<file path="config.mk">
export PLATFORM = sky130hd
export DESIGN_NAME = matrix_loader
export DESIGN_NICKNAME = d
export VERILOG_FILES = /design/src/rtl/matrix_pkg.sv /design/src/rtl/matrix_load_ctrl.sv /design/src/rtl/matrix_loader.sv
export SDC_FILE = /design/constraint.sdc
export NUM_CORES = 2
export LEC_CHECK = 0
export CORE_MARGIN = 2
export CORE_UTILIZATION = 25
export CTS_CLUSTER_DIAMETER = 30
export DETAILED_ROUTE_END_ITERATION = 7
export PLACE_DENSITY = 0.5
export REMOVE_ABC_BUFFERS = 1
export SYNTH_ARGS = -nofsm -noshare
export SYNTH_HDL_FRONTEND = slang
export SYNTH_SLANG_ARGS = --single-unit
</file>
<file path="constraint.sdc">
create_clock -name clk -period 3 [get_ports clk]
set_clock_uncertainty 0.2 [all_clocks]
set_input_delay 0.75 -clock clk [delete_from_list [all_inputs] [get_ports clk]]
set_output_delay 0.75 -clock clk [all_outputs]
set_load 0.05 [all_outputs]
</file>
<file path="src/rtl/matrix_pkg.sv">
// matrix_pkg: shared types and helpers for the matrix loader.
//   state_e          - loader state (LOAD accepting elements, HOLD presenting matrix)
//   N_DEF/DATA_W_DEF - default matrix dimension and element width
//   slot_idx()       - 1-based (row, col) to row-major flat slot index
package matrix_pkg;

    typedef enum logic {
        LOAD = 1'b0,
        HOLD = 1'b1
    } state_e;

    localparam int N_DEF      = 5;
    localparam int DATA_W_DEF = 32;

    function automatic int unsigned slot_idx(input int unsigned row,
                                             input int unsigned col,
                                             input int unsigned n);
        return (row - 1) * n + (col - 1);
    endfunction

endpackage

</file>
<file path="src/rtl/matrix_load_ctrl.sv">
// matrix_load_ctrl: slot counter and LOAD/HOLD sequencing for matrix_loader.
//   clk_i, reset_i      - clock, synchronous active-high reset
//   clear_i             - abort current load / release held matrix
//   in_valid_i          - upstream element present
//   mat_ack_i           - consumer took the held matrix
//   in_ready_o          - state is LOAD
//   mat_valid_o         - state is HOLD
//   accept_o            - element written to slot count_o at this edge
//   restart_o           - count returns to 0 at this edge (clear or ack release)
//   count_o             - elements accepted in the current load
module matrix_load_ctrl
    import matrix_pkg::*;
#(
    parameter int N = N_DEF
) (
    input  logic       clk_i,
    input  logic       reset_i,
    input  logic       clear_i,
    input  logic       in_valid_i,
    input  logic       mat_ack_i,
    output logic       in_ready_o,
    output logic       mat_valid_o,
    output logic       accept_o,
    output logic       restart_o,
    output logic [4:0] count_o
);

    localparam logic [4:0] LAST = 5'(N * N - 1);

    state_e     state_q, state_d;
    logic [4:0] count_q, count_d;

    always_ff @(posedge clk_i) begin
        if (reset_i) begin
            state_q <= LOAD;
            count_q <= '0;
        end else begin
            state_q <= state_d;
            count_q <= count_d;
        end
    end

    always_comb begin
        state_d   = state_q;
        count_d   = count_q;
        accept_o  = 1'b0;
        restart_o = 1'b0;
        unique case (state_q)
            LOAD: begin
                // clear wins over a same-cycle element; mat_ack has no effect here
                if (clear_i) begin
                    count_d   = '0;
                    restart_o = 1'b1;
                end else if (in_valid_i) begin
                    accept_o = 1'b1;
                    count_d  = count_q + 5'd1;
                    if (count_q == LAST) state_d = HOLD;
                end
            end
            HOLD: begin
                if (clear_i || mat_ack_i) begin
                    state_d   = LOAD;
                    count_d   = '0;
                    restart_o = 1'b1;
                end
            end
            default: state_d = LOAD;
        endcase
    end

    // ready/valid decode from state only: no path from in_valid to in_ready
    assign in_ready_o  = (state_q == LOAD);
    assign mat_valid_o = (state_q == HOLD);
    assign count_o     = count_q;

endmodule

</file>
<file path="src/rtl/matrix_loader.sv">
// matrix_loader: collects N*N elements (row-major) into a register array and
// presents them as one flat vector until the consumer acknowledges.
//   clk, reset          - clock, synchronous active-high reset
//   clear               - abort partial load / release held matrix
//   in_valid/in_data    - element stream; in_ready high while loading
//   mat_valid/mat_flat  - complete matrix; element k at [k*DATA_W +: DATA_W]
//   mat_ack             - consumer took the matrix
//   count               - elements accepted in the current load
//   diag_zero           - a diagonal element loaded as zero
// Build option: define ZERO_DIAG_DETECT_EN to compile in diag_zero detection;
// otherwise diag_zero is tied to 0.
module matrix_loader
    import matrix_pkg::*;
#(
    parameter int DATA_W = DATA_W_DEF,
    parameter int N      = N_DEF
) (
    input  logic                  clk,
    input  logic                  reset,
    input  logic                  clear,
    input  logic                  in_valid,
    input  logic [DATA_W-1:0]     in_data,
    output logic                  in_ready,
    output logic                  mat_valid,
    input  logic                  mat_ack,
    output logic [N*N*DATA_W-1:0] mat_flat,
    output logic [4:0]            count,
    output logic                  diag_zero
);

    logic accept;
    logic restart;
    logic [N*N-1:0][DATA_W-1:0] mem_q;

    matrix_load_ctrl #(.N(N)) u_ctrl (
        .clk_i      (clk),
        .reset_i    (reset),
        .clear_i    (clear),
        .in_valid_i (in_valid),
        .mat_ack_i  (mat_ack),
        .in_ready_o (in_ready),
        .mat_valid_o(mat_valid),
        .accept_o   (accept),
        .restart_o  (restart),
        .count_o    (count)
    );

    // one write decoder per slot; slots not written keep their old contents
    for (genvar k = 0; k < N * N; k++) begin : g_slot
        always_ff @(posedge clk) begin
            if (reset)
                mem_q[k] <= '0;
            else if (accept && (count == 5'(k)))
                mem_q[k] <= in_data;
        end
    end

    assign mat_flat = mem_q;

`ifdef ZERO_DIAG_DETECT_EN
    logic diag_q, diag_d;
    logic on_diag;

    always_comb begin
        on_diag = 1'b0;
        for (int r = 1; r <= N; r++)
            if (count == 5'(slot_idx(r, r, N))) on_diag = 1'b1;
    end

    always_comb begin
        diag_d = diag_q;
        if (restart)
            diag_d = 1'b0;
        else if (accept && on_diag && (in_data == '0))
            diag_d = 1'b1;
    end

    always_ff @(posedge clk) begin
        if (reset) diag_q <= 1'b0;
        else       diag_q <= diag_d;
    end

    assign diag_zero = diag_q;
`else
    logic unused_restart;
    assign unused_restart = restart;
    assign diag_zero      = 1'b0;
`endif

endmodule

</file>
==> impl_metrics.tcl <==
set metrics [dict create \
    yosysSeqAreaShare_pct 52.2 \
    cp.required_ps 2050 \
    fin_crit_sh_pct 98.0 \
    slowest_stage "clkdlybuf4s50_1" \
    drt_wl_total_microns 145000 \
    path_max_fanout 2 \
    cts_setup_buffers 0 \
    leakagePower_nw 21.5 \
    start_kind "flip-flop" \
    io_buffers 843 \
    setup_viol 0 \
    cts.sinks 806 \
    ys_ff_latch 806 \
    postLayoutCellArea_sq_mm 0.0493 \
    num_vias 28300 \
    cts_tree "done" \
    clk_path_buf_depth 3 \
    slew_headroom_pct 36.3 \
    grt_use_total_pct 22.1 \
    core_sq_mm 0.122 \
    dr.pass1.iters 5 \
    crit_family "buffers and inverters" \
    p_per_area_mw_per_mm2 717 \
    routedWlPerCell_microns 24.3 \
    htreeDepth 4 \
    finalHoldViolCount 0 \
    num_rows 128 \
    fmax_ghz 0.340 \
    clock_latency_ps 820 \
    drc 0 \
    dp_cells 5576 \
    ir_drop_mv 0.587 \
    tightestPinTransition_ps 956 \
    place_ws_ps -112 \
    drtAntennaViolNets 0 \
    crit_buf_inv 1 \
    placed_area_sq_mm 0.0421 \
    final_cells 5964 \
    hp-class "reg -> reg" \
    grt_max_degree 97 \
    cts_buffers 210 \
    synth_area_sq_mm 0.0309 \
    antenna_found_initial 14 \
    synthFlopType "dfxtp_1" \
    yosysWarnings 0 \
    initial_utilization_pct 25.3 \
    drt_iter0_markers 2058 \
    die_h_microns 356 \
    synth.avg_cell_area_sq_um 9.33 \
    clk_pin_slew_ps 40 \
    status "completed" \
    worst_hold_slack_ps 251 \
    synthesis.instances 3314 \
    grt_pass1_wl_microns 205000 \
    setup_slack_ps 60.1 \
    dp_hpwl_microns 97700 \
    area_growth_pct 59.6 \
    rsz0062_at_grt "false" \
    slowest_delay_ps 870 \
    async_flop_share_pct 0 \
    path_class "reg -> out" \
    dieArea_sq_mm 0.126 \
    ys_types 37 \
    critPathCaptureType "primary output" \
    viasPerCell 4.74 \
    cts_root_buf "clkbuf_16" \
    total_power_mw 35.3 \
    finalNetCount 4205 \
    drive_gt1_share_pct 13.5 \
    slew_viol_final 0 \
    die_w_microns 356 \
    grt_pass1_vias 27700 \
    max-cap-violations 0 \
    grt_remaining_overflow 0 \
    place.gp.congestion 0.761 \
    cp_cell_sequence "clkdlybuf4s50_1" \
    ioPinCount 845 \
    synth_edf_count 0 \
    ctsHoldBuffers 0 \
    final.min_clock_period_ps 2940 \
    arrival_ps 1990 \
]
-- stage by stage --
stage	TNS [ps]	utilization (%)
floorplan	-1516420	-
global placement	-3170	34.4
global route	0	40.3
detailed placement	-4330	34.4
finish	0	40.4
CTS	0	40.3
-- cells in the mapped netlist, types with 2 or more instances --
master / count / area, sq um
nor3b_1: 2 / 15.0
nand4_1: 2 / 12.5
o21ai_0: 366 / 1830
dfxtp_1: 806 / 16100
mux2i_1: 384 / 3840
buf_4: 8 / 60.1
or4b_1: 5 / 50.1
nand4bb_1: 4 / 45.0
a21oi_1: 418 / 2090
and3_1: 3 / 18.8
nor4bb_1: 3 / 30.0
nand3b_1: 5 / 37.5
buf_1: 5 / 18.8
inv_1: 5 / 18.8
buf_2: 81 / 405
clkbuf_1: 289 / 1080
nor2_1: 4 / 15.0
nand2_1: 67 / 251
and3b_1: 5 / 43.8
nand2b_1: 418 / 2620
nor4b_2: 2 / 30.0
nand3_1: 395 / 1980
ha_1: 5 / 62.6
o21ai_1: 18 / 90.1
a32oi_1: 2 / 17.5
-- worst register-to-register path: cells and delay by family, from the launching register on --
kind | cells | cell delay, ps
AO/OA/AOI/OAI | 2 | 450
adder cells (fa/ha/maj) | 1 | 370
buffers and inverters | 1 | 200
flip-flops | 1 | 440
AND/OR/NAND/NOR | 1 | 810
-- repair_timing --
item                       CTS  global route
setup endpoints to repair  293            36
cloned                       0             0
gates resized for setup    293            36
-- final timing paths --
| kind | end | cells after the start | from | slack (ps) |
|---|---|---|---|---|
| setup / recovery | mat_flat[794] | 1 | mat_flat[794]$_SDFFE_PP0P_ | 60 |
| setup reg to reg | mat_flat[111]$_SDFFE_PP0P_ | 5 | u_ctrl.count_o[0]$_SDFFE_PP0P_ | 400 |
| hold / removal | mat_flat[501]$_SDFFE_PP0P_ | 2 | mat_flat[501]$_SDFFE_PP0P_ | 250 |
| hold reg to reg | mat_flat[501]$_SDFFE_PP0P_ | 2 | mat_flat[501]$_SDFFE_PP0P_ | 250 |
-- kinds of logic (layout without fill, tap and decap cells) --
logic type / Yosys count / in the layout / synth area share (%)
simple gates: 923 / 923 / 16.9
compound gates: 807 / 807 / 13.1
flops: 806 / 806 / 52.2
buf+inv: 388 / 1408 / 5.14
mux: 384 / 384 / 12.4
fa+ha+maj: 5 / 5 / 0.202
other cells: 1 / 6 / 0.0121
-- cell usage in the layout (no fill, tap or decap), types with 8 or more instances in the layout --
master,count
dlygate4sd2_1,291
bufinv_16,29
mux2i_1,384
nand3_1,389
buf_4,132
clkbuf_16,212
clkbuf_1,29
clkdlybuf4s50_1,499
buf_12,61
dlymetal6s2s_1,36
clkinv_2,44
nand2_1,67
a21oi_1,418
dfxtp_1,804
clkbuf_8,40
o21ai_0,366
o21ai_1,18
clkinvlp_4,12
clkinv_16,8
nand2b_1,418
-- metal layers --
layer,GRT usage [%],wire [microns],up-vias
met5,0,30,-
met4,8.20,4480,4
met3,7.50,11800,210
met2,35.8,68000,996
met1,26.9,60800,13800
li1,-,-,13200
-- sequential cells by signal, summed over array words and instances (netlist names) --
signal	cells
u_ctrl.count_o	5
u_ctrl.mat_valid_o	1
mat_flat	800
-- report_power, final --
group	switching [mW]	leakage, nW	internal (mW)	total, mW
clock network	7.12	3.66	16.3	23.4
registers	0.0163	6.49	10.8	10.8
logic	0.766	11.3	0.335	1.10
-- final cells by class --
type / instances / area (sq um)
Sequential cell: 806 / 16100
Fill cell: 12000 / 72900
Antenna cell: 5 / 12.5
Multi-Input combinational cell: 2120 / 13400
Clock inverter: 102 / 1530
Inverter: 5 / 18.8
Tap cell: 1625 / 2030
Clock buffer: 281 / 5960
Timing Repair Buffer: 1020 / 10200
(Power assumes the default switching activity.)
